$ cat src/rtl/stripes_weight_sequencer.sv
// -----------------------------------------------------------------------------
// stripes_weight_sequencer
// Feed stage in front of the 16-lane bit-serial Stripes MAC. Accepts one vector
// (weights, activations, accumulator seed), holds the activations and seed
// steady, then issues the weight bit-columns LSB first. After the sign column it
// spends one cycle flushing the MAC's shift stage and pulses res_valid_o.
//
// Ports
//   clk_i, reset_i     clock, asynchronous active-high reset
//   in_valid_i         input vector valid
//   in_ready_o         sequencer can accept (IDLE or DONE)
//   act_in_i, w_in_i   packed signed activations / weights, lane j at [j*DW +: DW]
//   accum_seed_i       partial sum to load into the MAC accumulator
//   act_out_o          latched activations to the MAC
//   w_bit_o            current weight bit-column, one bit per lane
//   column_idx_o       bit position of the current column
//   is_msb_o           current column is the sign column
//   mac_en_o           MAC enable
//   load_accum_o       MAC load_accum
//   accum_prev_o       latched seed to the MAC
//   res_valid_o        one-cycle pulse, MAC result final this cycle
//
// States
//   IDLE  | waiting for a vector, in_ready_o high
//   ISSUE | driving one weight bit-column per cycle into the MAC
//   FLUSH | MAC enabled with zero bits to drain its shift stage
//   DONE  | result valid; a new vector may be accepted here
// -----------------------------------------------------------------------------
module stripes_weight_sequencer #(
    parameter int DATA_WIDTH    = 8,
    parameter int VEC_LENGTH    = 16,
    parameter int ACC_WIDTH     = DATA_WIDTH + 16,
    parameter bit SKIP_ZERO_COL = 1'b0
) (
    input  logic                             clk_i,
    input  logic                             reset_i,
    input  logic                             in_valid_i,
    output logic                             in_ready_o,
    input  logic [VEC_LENGTH*DATA_WIDTH-1:0] act_in_i,
    input  logic [VEC_LENGTH*DATA_WIDTH-1:0] w_in_i,
    input  logic [ACC_WIDTH-1:0]             accum_seed_i,
    output logic [VEC_LENGTH*DATA_WIDTH-1:0] act_out_o,
    output logic [VEC_LENGTH-1:0]            w_bit_o,
    output logic [2:0]                       column_idx_o,
    output logic                             is_msb_o,
    output logic                             mac_en_o,
    output logic                             load_accum_o,
    output logic [ACC_WIDTH-1:0]             accum_prev_o,
    output logic                             res_valid_o
);

    localparam int          VW      = VEC_LENGTH * DATA_WIDTH;
    localparam int          IW      = $clog2(VW);
    localparam logic [2:0]  MSB_COL = 3'(DATA_WIDTH - 1);

    typedef enum logic [1:0] {IDLE, ISSUE, FLUSH, DONE} state_t;

    state_t                  state_q, state_d;
    logic [2:0]              col_q, col_d;
    logic                    first_q, first_d;
    logic [VW-1:0]           w_q, act_q;
    logic [ACC_WIDTH-1:0]    seed_q;
    logic                    ready_q, ready_d;
    logic [VEC_LENGTH-1:0]   wbit_q, wbit_d;
    logic [2:0]              idx_q, idx_d;
    logic                    msb_q, msb_d;
    logic                    en_q, en_d;
    logic                    load_q, load_d;
    logic                    res_q, res_d;
    logic                    accept;
    logic [VW-1:0]           w_src;

    function automatic logic [VEC_LENGTH-1:0] col_bits(input logic [VW-1:0] w,
                                                       input logic [2:0]    c);
        logic [VEC_LENGTH-1:0] b;
        for (int j = 0; j < VEC_LENGTH; j++) begin
            b[j] = w[IW'(j * DATA_WIDTH + int'(c))];
        end
        return b;
    endfunction

    // Lowest column at or above start that must be issued. The sign column is
    // always a candidate so an all-zero vector still gets one MAC cycle.
    function automatic logic [2:0] next_col(input logic [VW-1:0] w,
                                            input logic [3:0]    start);
        logic [2:0] r;
        r = MSB_COL;
        for (int c = DATA_WIDTH - 1; c >= 0; c--) begin
            if (c >= int'(start) &&
                (!SKIP_ZERO_COL || c == DATA_WIDTH - 1 || (|col_bits(w, 3'(c))))) begin
                r = 3'(c);
            end
        end
        return r;
    endfunction

    assign accept = in_valid_i & ready_q;
    // Column bits for the first ISSUE cycle come straight from the inputs,
    // since the weight registers are loaded on the same edge.
    assign w_src  = accept ? w_in_i : w_q;

    always_comb begin
        state_d = state_q;
        col_d   = col_q;
        ready_d = 1'b0;
        wbit_d  = '0;
        idx_d   = 3'd0;
        msb_d   = 1'b0;
        en_d    = 1'b0;
        res_d   = 1'b0;
        first_d = accept;
        // first_q marks the first ISSUE cycle; the seed is loaded one cycle later
        // so it lines up with the first shifted partial sum inside the MAC.
        load_d  = (state_q == ISSUE) && first_q;

        unique case (state_q)
            IDLE: begin
                if (accept) begin
                    state_d = ISSUE;
                    col_d   = next_col(w_in_i, 4'd0);
                end
            end
            ISSUE: begin
                if (col_q == MSB_COL) begin
                    state_d = FLUSH;
                end else begin
                    col_d = next_col(w_q, {1'b0, col_q} + 4'd1);
                end
            end
            FLUSH: state_d = DONE;
            DONE: begin
                if (accept) begin
                    state_d = ISSUE;
                    col_d   = next_col(w_in_i, 4'd0);
                end else begin
                    state_d = IDLE;
                end
            end
            default: state_d = IDLE;
        endcase

        unique case (state_d)
            IDLE: ready_d = 1'b1;
            ISSUE: begin
                en_d   = 1'b1;
                wbit_d = col_bits(w_src, col_d);
                idx_d  = col_d;
                msb_d  = (col_d == MSB_COL);
            end
            FLUSH: en_d = 1'b1;
            DONE: begin
                res_d   = 1'b1;
                ready_d = 1'b1;
            end
            default: ready_d = 1'b1;
        endcase
    end

    always_ff @(posedge clk_i or posedge reset_i) begin
        if (reset_i) begin
            state_q <= IDLE;
            col_q   <= 3'd0;
            first_q <= 1'b0;
            w_q     <= '0;
            act_q   <= '0;
            seed_q  <= '0;
            ready_q <= 1'b1;
            wbit_q  <= '0;
            idx_q   <= 3'd0;
            msb_q   <= 1'b0;
            en_q    <= 1'b0;
            load_q  <= 1'b0;
            res_q   <= 1'b0;
        end else begin
            state_q <= state_d;
            col_q   <= col_d;
            first_q <= first_d;
            if (accept) begin
                w_q    <= w_in_i;
                act_q  <= act_in_i;
                seed_q <= accum_seed_i;
            end
            ready_q <= ready_d;
            wbit_q  <= wbit_d;
            idx_q   <= idx_d;
            msb_q   <= msb_d;
            en_q    <= en_d;
            load_q  <= load_d;
            res_q   <= res_d;
        end
    end

    assign in_ready_o   = ready_q;
    assign act_out_o    = act_q;
    assign w_bit_o      = wbit_q;
    assign column_idx_o = idx_q;
    assign is_msb_o     = msb_q;
    assign mac_en_o     = en_q;
    assign load_accum_o = load_q;
    assign accum_prev_o = seed_q;
    assign res_valid_o  = res_q;

endmodule
$ cat config.mk
export PLATFORM = sky130hd
export DESIGN_NAME = stripes_weight_sequencer
export DESIGN_NICKNAME = d
export VERILOG_FILES = /design/src/rtl/stripes_weight_sequencer.sv
export SDC_FILE = /design/constraint.sdc
export NUM_CORES = 1
export LEC_CHECK = 0
export ABC_AREA = 1
export ABC_CLOCK_PERIOD_IN_PS = 12680
export CORE_AREA = 4 4 178 180
export CTS_BUF_LIST = sky130_fd_sc_hd__clkbuf_4
export CTS_CLUSTER_DIAMETER = 150
export DETAILED_ROUTE_END_ITERATION = 6
export DIE_AREA = 0 0 182 184
export DONT_BUFFER_PORTS = 1
export GPL_TIMING_DRIVEN = 0
export PLACE_DENSITY_LB_ADDON = 0.3
export SYNTH_ARGS = -nofsm -noshare
export SYNTH_HDL_FRONTEND = slang
export SYNTH_SLANG_ARGS = --single-unit
$ cat constraint.sdc
create_clock -name clk_i -period 12.68 [get_ports clk_i]
set_clock_uncertainty 0.2 [all_clocks]
set_input_delay 1.268 -clock clk_i [delete_from_list [all_inputs] [get_ports clk_i]]
set_output_delay 1.268 -clock clk_i [all_outputs]
set_load 0.005 [all_outputs]
# [Word level (Yosys, flattened, before mapping)]
# Index checks and enable logic that the tools add are counted.
[totals] ff_bits=310 latchBits=0 ram_bits=0 romBits=0 out_inout_bits=176 memories=0
[classes] addsub=16 n_mul=0 div_mod_pow=0 magnitude_cmp=23 n_eq_ne=8 shift=0 muxes=68 n_bitwise=1 reduce_logical=6
[op_table] op="128-bit two-way mux" count=1
[op_table] op="7-bit by 9-bit < comparator with 1-bit output (second input constant)" count=12
[op_table] op="1-bit binary-select mux with 7-bit select" count=15
[op_table] op="7-bit by 3-bit adder with 7-bit output (first input constant)" count=8
[op_table] op="1-bit two-way mux" count=37
[op_table] op="6-bit by 3-bit adder with 7-bit output (first input constant)" count=4
[op_table] op="3-bit two-way mux" count=9
[op_table] op="6-bit by 8-bit < comparator with 1-bit output (second input constant)" count=2
[op_table] op="16-bit two-way mux" count=1
[op_table] op="5-bit by 3-bit adder with 6-bit output (first input constant)" count=2
[op_table] op="3-bit by 4-bit >= comparator with 1-bit output (first input constant)" count=3
[op_table] op="2-bit == test (second input constant)" count=4
[op_table] op="1-bit by 4-bit >= comparator with 1-bit output (first input constant)" count=2
[op_table] op="2-bit by 4-bit >= comparator with 1-bit output (first input constant)" count=2
[op_table] op="3-bit by 8-bit < comparator with 1-bit output (second input constant)" count=1
[op_table] op="5-bit by 8-bit < comparator with 1-bit output (second input constant)" count=1
[op_table] op="2-bit case mux with 4 select lines" count=1
[op_table] op="3-bit == test (second input constant)" count=2
[op_table] op="3-bit case mux with 2 select lines" count=1
[op_table] op="2-bit OR reduction" count=3
[op_table] op="4-bit by 3-bit adder with 5-bit output (first input constant)" count=1
[op_table] op="3-bit by 1-bit adder with 4-bit output (second input constant)" count=1
[op_table] op="2-bit by 1-bit == test with 1-bit output (second input constant)" count=2
[op_table] op="2-bit zero test" count=2
[op_table] op="other kinds (4)" count=5

# [Logic depth before layout (Yosys ltp)]
[depth] word_depth=16 depth_mapped=13

# [Worst setup path after synthesis]
# Ideal clock, no wire load.
[synth_timing] kind="input -> register" startpoint="input port in_valid_i" endpoint="register wbit_q[0], in the netlist w_bit_o[0]" t_arrival_ps=2759 required_time_ps=12415 setup_slack_ps=9656 cell_stages=12 path_cell_list="nand2_4 > inv_2 > buf_2 > buf_2 > o21ai_0 > o221ai_1 > ha_1 > inv_1 > a21oi_2 > buf_4 > nand3_1 > nand2_1"
[synth_lines] element="start: declaration" line="37" rtl="input logic in_valid_i,"
[synth_lines] element="1-bit AND *" line="97" rtl="assign accept = in_valid_i & ready_q;"
[synth_lines] element="1-bit two-way mux / 2-bit two-way mux (equally long branches)" line="132, 118"
[synth_lines] element="2-bit case mux with 4 select lines *" line="116" rtl="unique case (state_q)"
[synth_lines] element="net state_d[0]" line="58" rtl="state_t state_q, state_d;"
[synth_lines] element="2-bit by 1-bit == test with 1-bit output *" line="142" rtl="unique case (state_d)"
[synth_lines] element="16-bit two-way mux *" line="142"
[synth_lines] element="net wbit_d[0]" line="64" rtl="logic [VEC_LENGTH-1:0] wbit_q, wbit_d;"
[synth_lines] element="end signal: assignment" line="184" rtl="wbit_q <= wbit_d;"
[synth_lines] element="end: declaration" line="64"
# The timed path passes the listed nets; every way through them passes the cells marked *. The select of a mux whose other input is x is not followed.
# A chain may end at the register's enable or synchronous reset.

# [Worst setup path after layout]
[layout_timing] startpoint="register ready_q, in the netlist in_ready_o" endpoint="register wbit_q[13], in the netlist w_bit_o[13]"
[layout_lines] element="start: declaration" line="63" rtl="logic ready_q, ready_d;"
[layout_lines] element="start signal: assignment" line="183" rtl="ready_q <= ready_d;"
[layout_lines] element="1-bit AND *" line="97"
[layout_lines] element="1-bit two-way mux / 2-bit two-way mux (equally long branches)" line="132, 118"
[layout_lines] element="2-bit case mux with 4 select lines *" line="116"
[layout_lines] element="net state_d[0]" line="58"
[layout_lines] element="2-bit by 1-bit == test with 1-bit output *" line="142"
[layout_lines] element="16-bit two-way mux *" line="142"
[layout_lines] element="net wbit_d[13]" line="64"
# Marks and branches as above.

==> results.py <==
metrics = {
    "floorplanning": {
        "num_io_pins": 459,
        "initial_core_util": 0.426,
        "dieArea_mm2": 0.0335,
        "die_x_um": 182,
        "core.rowCount": 64,
        "die_h_um": 184,
        "core-area_mm2": 0.0302,
    },
    "timing": {
        "hold_slack_ns": 0.260,
        "rsz0062_at_grt": "false",
        "fmax_ghz": 0.304,
        "period_share": 0.259,
        "worst_slew_pin_slew_ns": 0.698,
        "slew_violations": 0,
        "layout_min_cycle_time_ns": 3.29,
        "setup_viol": 0,
        "hold_viol_final": 0,
        "relSlewSlack": 0.534,
    },
    "route": {
        "drtAntennaViolNets": 0,
        "routedWlPerCell_um": 20.7,
        "drc_errors": 5,
        "routed-wl-met3_um": 4230,
        "wl_met1_um": 16200,
        "dr_wl_met2_um": 20700,
        "drt_first_pass_iters": 7,
        "vias_per_cell": 5.08,
        "drt_iter0_drc": 774,
        "wl_um": 43100,
        "num_vias": 10600,
        "top_layer": "met5",
    },
    "layout": {
        "drive_above_1_share": 0.131,
        "instances_no_fill": 2088,
        "final_common_cell": "nand2_1",
        "nets": 1924,
        "fill_cells": 2992,
        "final_cell_mix": "nand2_1 (916), dfrtp_1 (309), nand3_1 (159)",
        "area_growth_pct": 12.5,
    },
    "setup_path": {
        "path_delay_family": "buffers and inverters",
        "cp_slowest_cell": "dfstp_2",
        "r2r_cells": 12,
        "path_buf_inv": 5,
        "crit_type": "reg2reg",
        "worstPathRequired_ns": 13.09,
        "crit_fanout": 10,
        "r2r_setup_slack_ns": 9.39,
        "r2r-end": "w_bit_o[13]",
        "crit_chain": "nand2_4 > inv_2 > buf_2 > buf_2 > o21ai_0 > o221ai_1 > ha_1 > inv_1 > a21oi_2 > buf_4 > nand3_1 > nand2_1",
        "startpoint_type": "flop",
        "cpMostUsedCell": "buf_2",
        "reg2reg_from": "in_ready_o",
        "cp_slowest_stage_delay_ns": 0.61,
        "end_kind": "flop",
        "crit_arrival_ns": 3.70,
    },
    "yosys": {
        "synthesis.area_mm2": 0.0129,
        "syn_nets": 1835,
        "synth.distinct_cells": 26,
        "ys_seq_area_frac": 0.603,
        "avgSynthCellArea_um2": 8.34,
        "syn_inst": 1544,
        "yosys_register_bits": 310,
        "synth_warnings": 0,
    },
    "min_path": {
        "min_path_cells": 2,
        "hold_start": "first_q",
        "holdPathEnd": "load_accum_o",
        "hold_class": "reg2reg",
    },
    "global_routing": {
        "track_usage": 0.253,
        "grt_pass1_wl_um": 64700,
        "grt_pass1_vias": 10900,
        "grt_overflow": 0,
        "grt_antenna_before_repair": 5,
        "grt_max_degree": 127,
    },
    "placement": {
        "gp_congestion": 0.875,
        "place_inst": 1942,
        "dp_hpwl_um": 32500,
        "port_buffers": 0,
    },
    "clock_tree": {
        "post-cts-setup-buffers": 0,
        "post_cts_resized": 0,
        "cts.sinks": 310,
        "cts.path.max_buffers": 3,
        "cts-root-buf": "clkbuf_4",
        "numCtsBuffers": 85,
        "hold_buffers": 0,
        "cts_tree": "yes",
        "clk_pin_slew_ns": 0.06,
        "worstSkewPairLatency_ns": 0.68,
        "htree_levels": 3,
    },
    "run": {
        "max-cap-violations": 0,
    },
    "outcome": {
        "status": "finished with violations",
        "violations": "DRC",
    },
    "power_and_ir_drop": {
        "powerDensity_mw_per_mm2": 303,
        "peakVddDrop_mv": 0.121,
        "cellLeakagePower_nw": 7.93,
    },
}
## layer usage
metal / vias up / global-route usage
li1: 5012 / -
met1: 4990 / 0.308
met2: 504 / 0.409
met3: 107 / 0.0789
met4: 4 / 0.126
met5: - / 0
## report_power, final
group / switching, mW / internal, mW
sequential: 0.313 / 1.46
clock: 0.414 / 0.469
combinational: 1.21 / 0.531
total: 1.93 / 2.45
## area by class of cell
| type | count | area [µm²] | share of cell area |
|---|---|---|---|
| plain buffers | 90 | 455 | 0.0314 |
| diodes | 3 | 7.51 | 0.000518 |
| clock buffers | 125 | 938 | 0.0648 |
| inverters | 29 | 116 | 0.00803 |
| well taps | 396 | 495 | 0.0342 |
| multi-input cells | 1115 | 4550 | 0.314 |
| clock inverters | 18 | 109 | 0.00751 |
| flip-flops and latches | 310 | 7760 | 0.536 |
| repair buffers | 2 | 55.1 | 0.00380 |
## per-stage QoR
step	worst slack, ns	TNS (ns)	utilization	cell area (µm²)	power, mW
4_1_cts	9.34	0	0.480	14500	4.42
2_1_floorplan	2.64	0	-	12900	2.86
3_3_place_gp	-0.595	-178.14	0.443	13400	3.48
5_1_grt	9.12	0	0.480	14500	4.73
6_report	9.39	0	0.480	14500	4.39
3_5_place_dp	8.73	0	0.445	13400	3.51
## tightest hold or removal path, cell delays in order (launching register included)
cell and delay [ns]:
dfrtp_1 0.32, nand2_1 0.05, inv_1 0.05
## cell usage after synthesis
cell type | number | area, µm²
inv_1 | 26 | 97.6
a21oi_2 | 1 | 8.76
inv_2 | 3 | 11.3
ha_1 | 8 | 100
clkbuf_1 | 15 | 56.3
nand2_2 | 3 | 18.8
o21bai_4 | 1 | 18.8
o21ai_1 | 1 | 5.00
nand2_4 | 1 | 11.3
and3_1 | 1 | 6.26
nor2_4 | 1 | 11.3
nand3_2 | 1 | 10.0
a21oi_1 | 2 | 10.0
nor2_1 | 3 | 11.3
buf_2 | 58 | 290
or2_2 | 4 | 25.0
nand3_1 | 159 | 796
a21oi_4 | 1 | 16.3
nand2_1 | 916 | 3440
buf_4 | 10 | 75.1
o21ai_0 | 11 | 55.1
o221ai_1 | 1 | 8.76
buf_6 | 1 | 11.3
dfstp_2 | 1 | 26.3
buf_1 | 6 | 22.5
dfrtp_1 | 309 | 7730
## flip-flops by register name, summed over array words and instances (netlist names)
name / cells
in_ready_o: 1
res_valid_o: 1
load_accum_o: 1
act_out_o: 128
w_bit_o: 16
w_q: 128
accum_prev_o: 24
column_idx_o: 3
first_q: 1
col_q: 3
state_q: 2
is_msb_o: 1
mac_en_o: 1
## worst max-delay path by stage
stage | startpoint | endpoint | slack, ns | cells past startpoint
after floorplan | reset_i | accum_prev_o[0] | 2.64 | 1
after detailed placement | in_valid_i | w_bit_o[6] | 8.73 | 12
after CTS | in_ready_o | w_bit_o[13] | 9.34 | 12
after global placement | reset_i | act_out_o[69] | -0.59 | 1
after global routing | in_ready_o | w_bit_o[14] | 9.12 | 12
final | in_ready_o | w_bit_o[13] | 9.39 | 12
## cells by family after synthesis
logic type,Yosys count,share of synthesized area
AO/OA/AOI/OAI,18,0.00952
adder cells (fa/ha/maj),8,0.00778
buffers and inverters,119,0.0438
flip-flops,310,0.603
AND/OR/NAND/NOR,1089,0.336
No activity file was read; power rests on OpenSTA's default activity.
